--- src/rtl/bit_population_accumulator.sv ---
// Frame accumulator for upstream population counts: per frame of FRAME_LEN words
// it reports the sum, minimum and maximum count, and flags out-of-range inputs.
module bit_population_accumulator #(
  parameter  int WIDTH     = 8,
  parameter  int FRAME_LEN = 16,
  localparam int CNT_W     = $clog2(WIDTH) + 1,
  localparam int SUM_W     = $clog2(WIDTH * FRAME_LEN + 1)
) (
  input  logic             clk_i,
  input  logic             arst_n_i,
  input  logic             clear_i,
  input  logic [CNT_W-1:0] data_i,
  input  logic             data_val_i,
  output logic [SUM_W-1:0] sum_o,
  output logic [CNT_W-1:0] min_o,
  output logic [CNT_W-1:0] max_o,
  output logic             frame_val_o,
  output logic             busy_o,
  output logic             err_o
);

  localparam int IDX_W = (FRAME_LEN > 1) ? $clog2(FRAME_LEN) : 1;
  localparam logic [CNT_W-1:0] MAX_CNT  = CNT_W'(WIDTH);
  localparam logic [IDX_W-1:0] LAST_IDX = IDX_W'(FRAME_LEN - 1);

  typedef enum logic {
    IDLE = 1'b0,
    ACC  = 1'b1
  } state_t;

  function automatic logic [CNT_W-1:0] sat_cnt(input logic [CNT_W-1:0] d);
    return (d > MAX_CNT) ? MAX_CNT : d;
  endfunction

  function automatic logic [CNT_W-1:0] min_cnt(input logic [CNT_W-1:0] a,
                                               input logic [CNT_W-1:0] b);
    return (b < a) ? b : a;
  endfunction

  function automatic logic [CNT_W-1:0] max_cnt(input logic [CNT_W-1:0] a,
                                               input logic [CNT_W-1:0] b);
    return (b > a) ? b : a;
  endfunction

  state_t           r_state;
  logic [IDX_W-1:0] r_idx;
  logic [1:0]       r_rst_sync;
  logic [SUM_W-1:0] r_acc_sum;
  logic [CNT_W-1:0] r_acc_min;
  logic [CNT_W-1:0] r_acc_max;
  logic [SUM_W-1:0] r_sum;
  logic [CNT_W-1:0] r_min;
  logic [CNT_W-1:0] r_max;
  logic             r_frame_val;
  logic             r_err;

  logic             w_accept;
  logic             w_first;
  logic             w_last;
  logic             w_bad;
  logic [CNT_W-1:0] w_cnt;
  logic [SUM_W-1:0] w_new_sum;
  logic [CNT_W-1:0] w_new_min;
  logic [CNT_W-1:0] w_new_max;

  // Reset release is re-timed to clk_i; words are ignored until it has propagated.
  always_ff @(posedge clk_i or negedge arst_n_i) begin
    if (!arst_n_i) r_rst_sync <= 2'b00;
    else           r_rst_sync <= {r_rst_sync[0], 1'b1};
  end

  always_comb begin
    w_accept  = data_val_i & r_rst_sync[1] & ~clear_i;
    w_first   = (r_state == IDLE);
    w_last    = (r_idx == LAST_IDX);
    w_bad     = (data_i > MAX_CNT);
    w_cnt     = sat_cnt(data_i);
    w_new_sum = w_first ? SUM_W'(w_cnt) : r_acc_sum + SUM_W'(w_cnt);
    w_new_min = w_first ? w_cnt : min_cnt(r_acc_min, w_cnt);
    w_new_max = w_first ? w_cnt : max_cnt(r_acc_max, w_cnt);
  end

  // Control and published results.
  always_ff @(posedge clk_i or negedge arst_n_i) begin
    if (!arst_n_i) begin
      r_state     <= IDLE;
      r_idx       <= '0;
      r_sum       <= '0;
      r_min       <= '0;
      r_max       <= '0;
      r_frame_val <= 1'b0;
      r_err       <= 1'b0;
    end else begin
      r_frame_val <= 1'b0;
      if (clear_i) begin
        r_state <= IDLE;
        r_idx   <= '0;
        r_err   <= 1'b0;
      end else if (w_accept) begin
        if (w_bad) r_err <= 1'b1;
        if (w_last) begin
          r_state     <= IDLE;
          r_idx       <= '0;
          r_sum       <= w_new_sum;
          r_min       <= w_new_min;
          r_max       <= w_new_max;
          r_frame_val <= 1'b1;
        end else begin
          r_state <= ACC;
          r_idx   <= r_idx + 1'b1;
        end
      end
    end
  end

  // Running partials are only read after a first-word load, so they need no reset.
  always_ff @(posedge clk_i) begin
    if (w_accept && !w_last) begin
      r_acc_sum <= w_new_sum;
      r_acc_min <= w_new_min;
      r_acc_max <= w_new_max;
    end
  end

  assign sum_o       = r_sum;
  assign min_o       = r_min;
  assign max_o       = r_max;
  assign frame_val_o = r_frame_val;
  assign busy_o      = (r_state == ACC);
  assign err_o       = r_err;

endmodule
--- config.mk ---
export PLATFORM = sky130hd
export DESIGN_NAME = bit_population_accumulator
export DESIGN_NICKNAME = d
export VERILOG_FILES = /design/src/rtl/bit_population_accumulator.sv
export SDC_FILE = /design/constraint.sdc
export NUM_CORES = 1
export LEC_CHECK = 0
export BUFFER_PORTS_ARGS = -buffer_cell sky130_fd_sc_hd__buf_2
export CAP_MARGIN = 20
export CORE_MARGIN = 2
export CORE_UTILIZATION = 45
export CTS_CLUSTER_DIAMETER = 120
export DETAILED_ROUTE_END_ITERATION = 10
export PLACE_DENSITY = 0.72
export SLEW_MARGIN = 20
export SYNTH_ARGS = -nofsm -noshare
export SYNTH_HDL_FRONTEND = slang
export SYNTH_SLANG_ARGS = --single-unit
--- constraint.sdc ---
create_clock -name clk_i -period 2.9 [get_ports clk_i]
set_clock_uncertainty 0.2 [all_clocks]
set_input_delay 0 -clock clk_i [delete_from_list [all_inputs] [get_ports clk_i]]
set_output_delay 0 -clock clk_i [all_outputs]
set_load 0.05 [all_outputs]
# Word level (Yosys, flattened, before mapping)
# Cells that the tools add are included.
[totals]
input_bits = 8
wordCells = 44
output_inout_bits = 19
ff_bits = 41
[op_classes]
bitwise_logic = 3
n_lt_le_gt_ge = 3
eq_ne = 1
n_reduce_logical = 6
add_sub_neg = 2
mux = 18
[op_table]
columns = ["cell", "n"]
rows = [
  ["two-way mux 4 bit", 8],
  ["two-way mux 1 bit", 9],
  ["adder 8 x 4 -> 8 bit", 1],
  ["two-way mux 8 bit", 1],
  ["adder 4 x 1 -> 4 bit, second input constant", 1],
  ["== test 4 bit, second input constant", 1],
  ["greater-than comparator 4 bit", 1],
  ["greater-than comparator 4 bit, second input constant", 1],
  ["< comparator 4 bit", 1],
  ["nonzero test 2 bit", 2],
  ["AND reduction 3 bit", 1],
  ["AND 1 bit", 2],
  ["AND reduction 2 bit", 1],
  ["logical AND 1 bit", 1],
  ["logical NOT 1 bit", 1],
  ["inverter 1 bit", 1],
]

# Longest topological paths before layout
# Gate-level depths: netlist (run 1).
[depth]
ltp_word = 5
mapped_depth = 10
ltp_nobuf = 10

# Least setup slack after synthesis (run 1)
# OpenSTA, ideal clock, no wires.
[synth_path]
path_kind = "register to register"
startpoint = "reg r_state, in the netlist busy_o"
endpoint = "reg r_max[2], in the netlist max_o[2]"
stages_incl_launch_ff = 6
period_less_slack_ns = 2.116
slack_ns = 0.784
setup_ns = 0.125
t_arrival_ns = 1.792
n_path_buf = 1
path_cell_list = "dfrtp_1 buf_6 inv_4 o22ai_1 mux2_2 mux2_2"
[synth_between]
elab_chain_cells = 1
[synth_lines]
columns = ["item", "line", "rtl"]
rows = [
  ["from (decl)", "45", "state_t r_state;"],
  ["from (signal assigned)", "86", "r_state <= IDLE;"],
  ["from (signal assigned)", "96", "r_state <= IDLE;"],
  ["from (signal assigned)", "102", "r_state <= IDLE;"],
  ["two-way mux 4 bit", "80", "w_new_max = w_first ? w_cnt : max_cnt(r_acc_max, w_cnt);"],
  ["named net w_new_max[2]", "64", "logic [CNT_W-1:0] w_new_max;"],
  ["to (signal assigned)", "106", "r_max <= w_new_max;"],
  ["to (decl)", "53", "logic [CNT_W-1:0] r_max;"],
]
# The timed path passes the listed nets, and every way through them passes these cells.
# A chain may end at the register's enable or synchronous reset.

# Final worst setup path (run 1)
[layout_path]
startpoint = "in data_i[3]"
endpoint = "reg r_min[2], in the netlist min_o[2]"
[layout_between]
elab_chain_cells = 5
[layout_lines]
columns = ["item", "line", "rtl"]
rows = [
  ["from (decl)", "12", "input logic [CNT_W-1:0] data_i,"],
  ["greater-than comparator 4 bit", "32", "return (d > MAX_CNT) ? MAX_CNT : d;"],
  ["two-way mux 4 bit (*)", "32", ""],
  ["< comparator 4 bit", "37", "return (b < a) ? b : a;"],
  ["two-way mux 4 bit", "37", ""],
  ["two-way mux 4 bit (*)", "79", "w_new_min = w_first ? w_cnt : min_cnt(r_acc_min, w_cnt);"],
  ["named net w_new_min[2]", "63", "logic [CNT_W-1:0] w_new_min;"],
  ["to (signal assigned)", "105", "r_min <= w_new_min;"],
  ["to (decl)", "52", "logic [CNT_W-1:0] r_min;"],
]
# The timed path passes the listed nets; every way through them passes the cells marked *.

==> metrics.txt, run 1 <==
Fmax 367.1 MHz; Buffers on Ports 26; Post-Syn Instances 180; minimum hold slack 0.03070 ns; r2r setup slk 0.64 ns; TritonCTS Buffers 5; ys async rst share 60.98%; CP Class input pin to flop; kind of end point of the critical path flop; hold buffer count at CTS 8; post-route ant nets 0; reg2reg path depth 7; Worst-Skew Late Latency 0.30 ns; final WL 3.832 mm; setup TNS 0 ns; critical path required time 2.88 ns; final number of setup-violating endpoints 0; final core utilization a little under three fifths; DR vias/cell 5.167; crit path launch type input pin; Seq cells post-synth 41; routed wire length per instance 14.19 um; synth-to-layout area growth 16.02%; Distinct cells, synth 42; PnR worst setup slack 0.1757 ns; fill count 388; max_cap viols 0; Worst EP arrival 2.71 ns; post-synthesis sequential area ratio 52.46%; R2R Path End min_o[2]$_DFFE_PN0P_; worst min-delay path category input pin to asynchronous set/reset pin; largest net degree at the start of global routing 26; antenna violations before repair 0; Cell Pwr Density 474.4 nW/um2; Post-CTS Setup Inserts 0; Final Cycle Share 93.94%; clock tree root buffer cell clkbuf_8; top post-synthesis cells by count 25 x dfrtp_1, 25 x nand2_1, 16 x edfxtp_1; Post-Synthesis Cell Area 2108 um2; Starting Density 47.44%; worst r2r src r_acc_min[1]$_DFFE_PP_; number of DRC markers in iteration 0 67; Via Count 1395; unrepaired setup endpoints after global routing false; DRC viols 0; Tmin final roughly 2.7 ns; TritonCTS clock tree yes; DP HPWL 2.654 mm; Total GRT Usage between 15 and 20%; dominant synthesized flop cell dfrtp_1; Post-CTS Resized 0; row cnt 24; relative slew slack 54.34%; RePlAce Congestion 0.8350; htree depth 2; Pwr Total 1.160 mW; Longest Clk Path Bufs 2; layout cells sized above 1 a little over a quarter; clock-pin slew of the registers on the worst-case setup and hold paths around 0.080 ns; met3 Use GR 3.333%; status finished clean; Lkg Pwr 1.165 nW; first-pass GRT wire length 6.555 mm; vias in the first global route about 1400; EDFF count, synth 16; CP Max Fanout 10; Nets 238; met2 Use GR between 20% and 30%; area share of the largest cell type after synthesis 29.67%; fin. max-slew vios 0; number of sinks on the clock net 41; die area 5248 um2; diode count 0; Avg Inst Size Synth 11.71 um2; Place WS 0.4238 ns; die width 72.45 um; met1 Track Usage GR 22.02%; Synth warnings 0; drt first pass iters 4; top post-synthesis cells by area dfrtp_1 30%, edfxtp_1 23%, ha_1 7.1%, mux2_2 5.9%, nand2_1 4.5%; grt ovf 0; Worst-Margin Slew about 0.68 ns; Syn Nets 201; Ports 27; die height 72.45 um; core area 4444 um2; Synth area leader dfrtp_1; peak supply drop 0.2652 mV; GRT Max-Usage Layer met2; Hold Vio Cnt, Final 0; Worst setup startpoint data_i[3]
-- kinds of logic (layout without fill, tap and decap cells) --
kind of cell	after synthesis	count (layout)	synth area share, %
and+or+nand+nor	52	52	12.23
DFF	41	41	52.46
AOI/OAI and AO/OA	33	33	11.40
buffers and inverters	18	56	4.451
muxes	16	16	8.724
adders and majority gates	13	13	8.071
xor gates and xnor gates	6	6	2.493
other	1	1	0.1779
-- final cells by class --
type,count,area [um2],area share [%]
well taps,52,65.06,2.660
repair buffers,34,210.2,8.593
flip-flops and latches,41,1106,45.22
multi-input cells,121,908.4,37.14
clock inverters,1,5.005,0.2046
clock buffers,7,96.34,3.939
inverters,14,55.05,2.251
-- worst max-delay path: stages --
cell and delay, ns:
dlygate4sd3_1 0.52, buf_2 0.22, nand2b_1 0.30, inv_1 0.14, ha_1 0.28, o21ai_0 0.30
a31oi_4 0.07, o31ai_4 0.24, mux2_2 0.39, mux2_4 0.26
-- metrics by stage --
step,instance area (um2),instances
floorplan,2108,180
global placement,2265,254
detailed placement,2265,254
CTS,2446,270
global route,2446,270
finish,2446,270
-- per-layer routing --
layer  wire [um]  up-vias
li1            -      705
met1        1966      657
met2        1662       25
met3         126        8
met4          76        0
met5           0        -
-- sequential cells by signal, indices dropped and copies added, names as in the netlist --
name / cells
r_acc_sum: 8
sum_o: 8
max_o: 4
min_o: 4
r_acc_max: 4
r_acc_min: 4
r_idx: 4
r_rst_sync: 2
busy_o: 1
err_o: 1
frame_val_o: 1
-- cells in the final DEF, fill, tap and decap left out, types with 2 or more instances in the layout --
cell           instances
buf_2                 26
nand2_1               25
dfrtp_1               25
edfxtp_1              16
inv_1                 12
ha_1                  12
mux2_2                11
nor2_1                 9
o21ai_0                9
a21oi_1                8
dlygate4sd3_1          8
clkbuf_8               7
nand2b_1               5
xnor2_1                4
mux2i_1                3
o31ai_1                3
nand3_1                3
a211oi_1               2
and2_2                 2
xor2_1                 2
mux2_4                 2
or3_1                  2
-- how the worst max path moves through the flow --
stage                                end  slack [ns]
floorplan           max_o[2]$_DFFE_PN0P_        0.78
global placement    min_o[2]$_DFFE_PN0P_        0.46
detailed placement  min_o[2]$_DFFE_PN0P_        0.42
CTS                 min_o[2]$_DFFE_PN0P_        0.20
global route        min_o[2]$_DFFE_PN0P_        0.08
finish              min_o[2]$_DFFE_PN0P_        0.18
-- where the power goes --
| group | switching [mW] | leakage [nW] | internal, mW | total (mW) |
|---|---|---|---|---|
| Sequential | 0.0102 | 0.492 | 0.618 | 0.628 |
| Clock | 0.196 | 0.0542 | 0.215 | 0.411 |
| Combinational | 0.0718 | 0.619 | 0.0493 | 0.121 |
(Power assumes the default switching activity.)
==> inputs of run 2 (changes only) <==
--- a/config.mk
+++ b/config.mk
@@ -7,8 +7,9 @@
 export LEC_CHECK = 0
 export BUFFER_PORTS_ARGS = -buffer_cell sky130_fd_sc_hd__buf_2
 export CAP_MARGIN = 20
-export CORE_MARGIN = 2
+export CORE_MARGIN = 1.5
 export CORE_UTILIZATION = 45
+export CTS_BUF_LIST = sky130_fd_sc_hd__clkbuf_16
 export CTS_CLUSTER_DIAMETER = 120
 export DETAILED_ROUTE_END_ITERATION = 10
 export PLACE_DENSITY = 0.72
==> metrics.txt, run 2 (same netlist as run 1, synthesis figures left out) <==
final core utilization 56.48% (was 55.04%); grt ovf 0 (unchanged); Worst setup startpoint data_i[3] (unchanged); final number of setup-violating endpoints 0 (unchanged); worst-path cell chain dlygate4sd3_1, buf_2, nand2b_2, inv_1, ha_1, o21ai_0, a31oi_4, o31ai_4, mux2_2, mux2_4 (was dlygate4sd3_1, buf_2, nand2b_1, inv_1, ha_1, o21ai_0, a31oi_4, o31ai_4, mux2_2, mux2_4); Top Family by Delay on Critical Path buffers and inverters (unchanged); hold path start data_i[1]; Buf+Inv Stages, Crit Path 3 (unchanged); synth-to-layout area growth 19.05% (was 16.02%); Longest Clk Path Bufs 2 (unchanged); row cnt 24 (unchanged); worst min-delay path category input pin to flop (was input pin to asynchronous set/reset pin); Post-CTS Setup Inserts 0 (unchanged); post-route ant nets 0 (unchanged); fill count 362 (was 388); unrepaired setup endpoints after global routing false (unchanged); Tmin final 2.676 ns (was 2.724 ns); first-pass GRT wire length 6.665 mm (was 6.555 mm); clock tree root buffer cell clkbuf_16 (was clkbuf_8); antenna violations before repair 0 (unchanged); Hold Vio Cnt, Final 0 (unchanged); diode count 0 (unchanged); die width 71.45 um (was 72.45 um); most frequent cells in the layout 26 x buf_2, 25 x nand2_1, 25 x dfrtp_1 (unchanged); Worst-Skew Late Latency 0.28 ns (was 0.30 ns); setup TNS 0 ns (unchanged); Area after DPL 2265 um2 (unchanged); Lkg Pwr 1.194 nW (was 1.165 nW); worst r2r src r_acc_min[1]$_DFFE_PP_ (unchanged); Slowest-stage cell, CP dlygate4sd3_1 (unchanged); number of sinks on the clock net 41 (unchanged); layout cells sized above 1 25.69% (was 26.15%); die height 71.45 um (was 72.45 um); CP Class input pin to flop (unchanged); CP Max Fanout 10 (unchanged); failing checks DRC; DP HPWL 2.617 mm (was 2.654 mm); RePlAce Congestion 0.8203 (was 0.8350); Total GRT Usage 17.03% (was 16.49%); crit path launch type input pin (unchanged); delay of the slowest critical-path stage 0.53 ns (was 0.52 ns); clock-pin slew of the registers on the worst-case setup and hold paths 0.06 ns (was 0.08 ns); TritonCTS Buffers 5 (unchanged); htree depth 2 (unchanged); number of DRC markers in iteration 0 69 (was 67); kind of end point of the critical path flop (unchanged); Fmax 373.7 MHz (was 367.1 MHz); Starting Density 47.44% (unchanged); core area 4444 um2 (unchanged); Buffers on Ports 26 (unchanged); largest net degree at the start of global routing 26 (unchanged); relative slew slack 54.56% (was 54.34%); final WL 3.854 mm (was 3.832 mm); Worst-Margin Slew 0.6808 ns (was 0.6841 ns); routed wire length per instance 14.27 um (was 14.19 um); peak supply drop 0.3713 mV (was 0.2652 mV); TritonCTS clock tree yes (unchanged); drt first pass iters 7 (was 4); die area 5104 um2 (was 5248 um2); vias in the first global route 1429 (was 1401); max_cap viols 0 (unchanged); fin. max-slew vios 0 (unchanged); Final Cycle Share 92.27% (was 93.94%); Nets 238 (unchanged); Worst EP arrival 2.64 ns (was 2.71 ns); DRC viols 2 (was 0); commonest non-fill, non-tap cell in the layout buf_2 (unchanged); fin area 2510 um2 (was 2446 um2); status finished, violations left (was finished clean); Via Count 1443 (was 1395); minimum hold slack 0.03526 ns (was 0.03070 ns); DR vias/cell 5.344 (was 5.167); Cell Pwr Density 541.2 nW/um2 (was 474.4 nW/um2); critical path required time 2.86 ns (was 2.88 ns); Ports 27 (unchanged)
==> run 2: cell types whose count changed in the layout (fill, tap and decap cells not counted), sizes merged <==
| cell | before | now |
|---|---|---|
| clkbuf | 7 | 5 |
| bufinv | 0 | 1 |
| inv | 14 | 15 |
==> run 2: what timing repair did <==
item	CTS	global route
hold buffers	8	0
gates resized for setup	0	1
hold endpoints to repair	32	0
setup endpoints to repair	0	2
==> run 2: worst paths after layout <==
kind | endpoint | slack, ns | cells after the start
min reg2reg | r_rst_sync[1]$_DFF_PN0_ | 0.16 | 0
max reg2reg | min_o[2]$_DFFE_PN0P_ | 0.63 | 7
max in group asynchronous | max_o[2]$_DFFE_PN0P_ | 2.07 | 2
max | min_o[2]$_DFFE_PN0P_ | 0.22 | 10
min in group asynchronous | sum_o[0]$_DFFE_PN0P_ | 0.05 | 2
min | sum_o[1]$_DFFE_PN0P_ | 0.04 | 5
==> run 2: final cells by class <==
type / instances / area, um2 / area share, %
flip-flops and latches: 41 / 1106 / 44.07
clock inverters: 3 / 37.54 / 1.496
repair buffers: 34 / 210.2 / 8.375
multi-input cells: 121 / 910.9 / 36.29
well taps: 52 / 65.06 / 2.592
inverters: 14 / 55.05 / 2.193
clock buffers: 5 / 125.1 / 4.985
==> run 2: metrics by stage <==
stage | total power, mW | worst slack, ns | std cells
after floorplan | 0.7208 | 0.7835 | 180
after global placement | 0.7518 | 0.4575 | 254
after detailed placement | 0.7543 | 0.3944 | 254
after CTS | 1.373 | 0.1055 | 270
after global routing | 1.413 | 0.08997 | 270
final | 1.358 | 0.2241 | 270
==> run 2: per-layer routing <==
metal  share of wire (%)  track usage [%]  wire length (um)
met5                   0                0                 0
met4                 1.5            5.769                59
met3                 4.9            5.345               190
met2                  46            26.90              1758
met1                  48            22.31              1845
==> run 2: worst min-delay path, stage by stage <==
cell	delay, ns
buf_2	0.11
nand2b_2	0.14
mux2i_1	0.11
nand2_1	0.07
nand2_1	0.04
==> run 2: power breakdown <==
part	internal, mW	switching [mW]	total [mW]
Clock	0.399	0.208	0.607
Sequential	0.619	0.0101	0.629
Combinational	0.0497	0.0727	0.122
Total	1.07	0.291	1.36
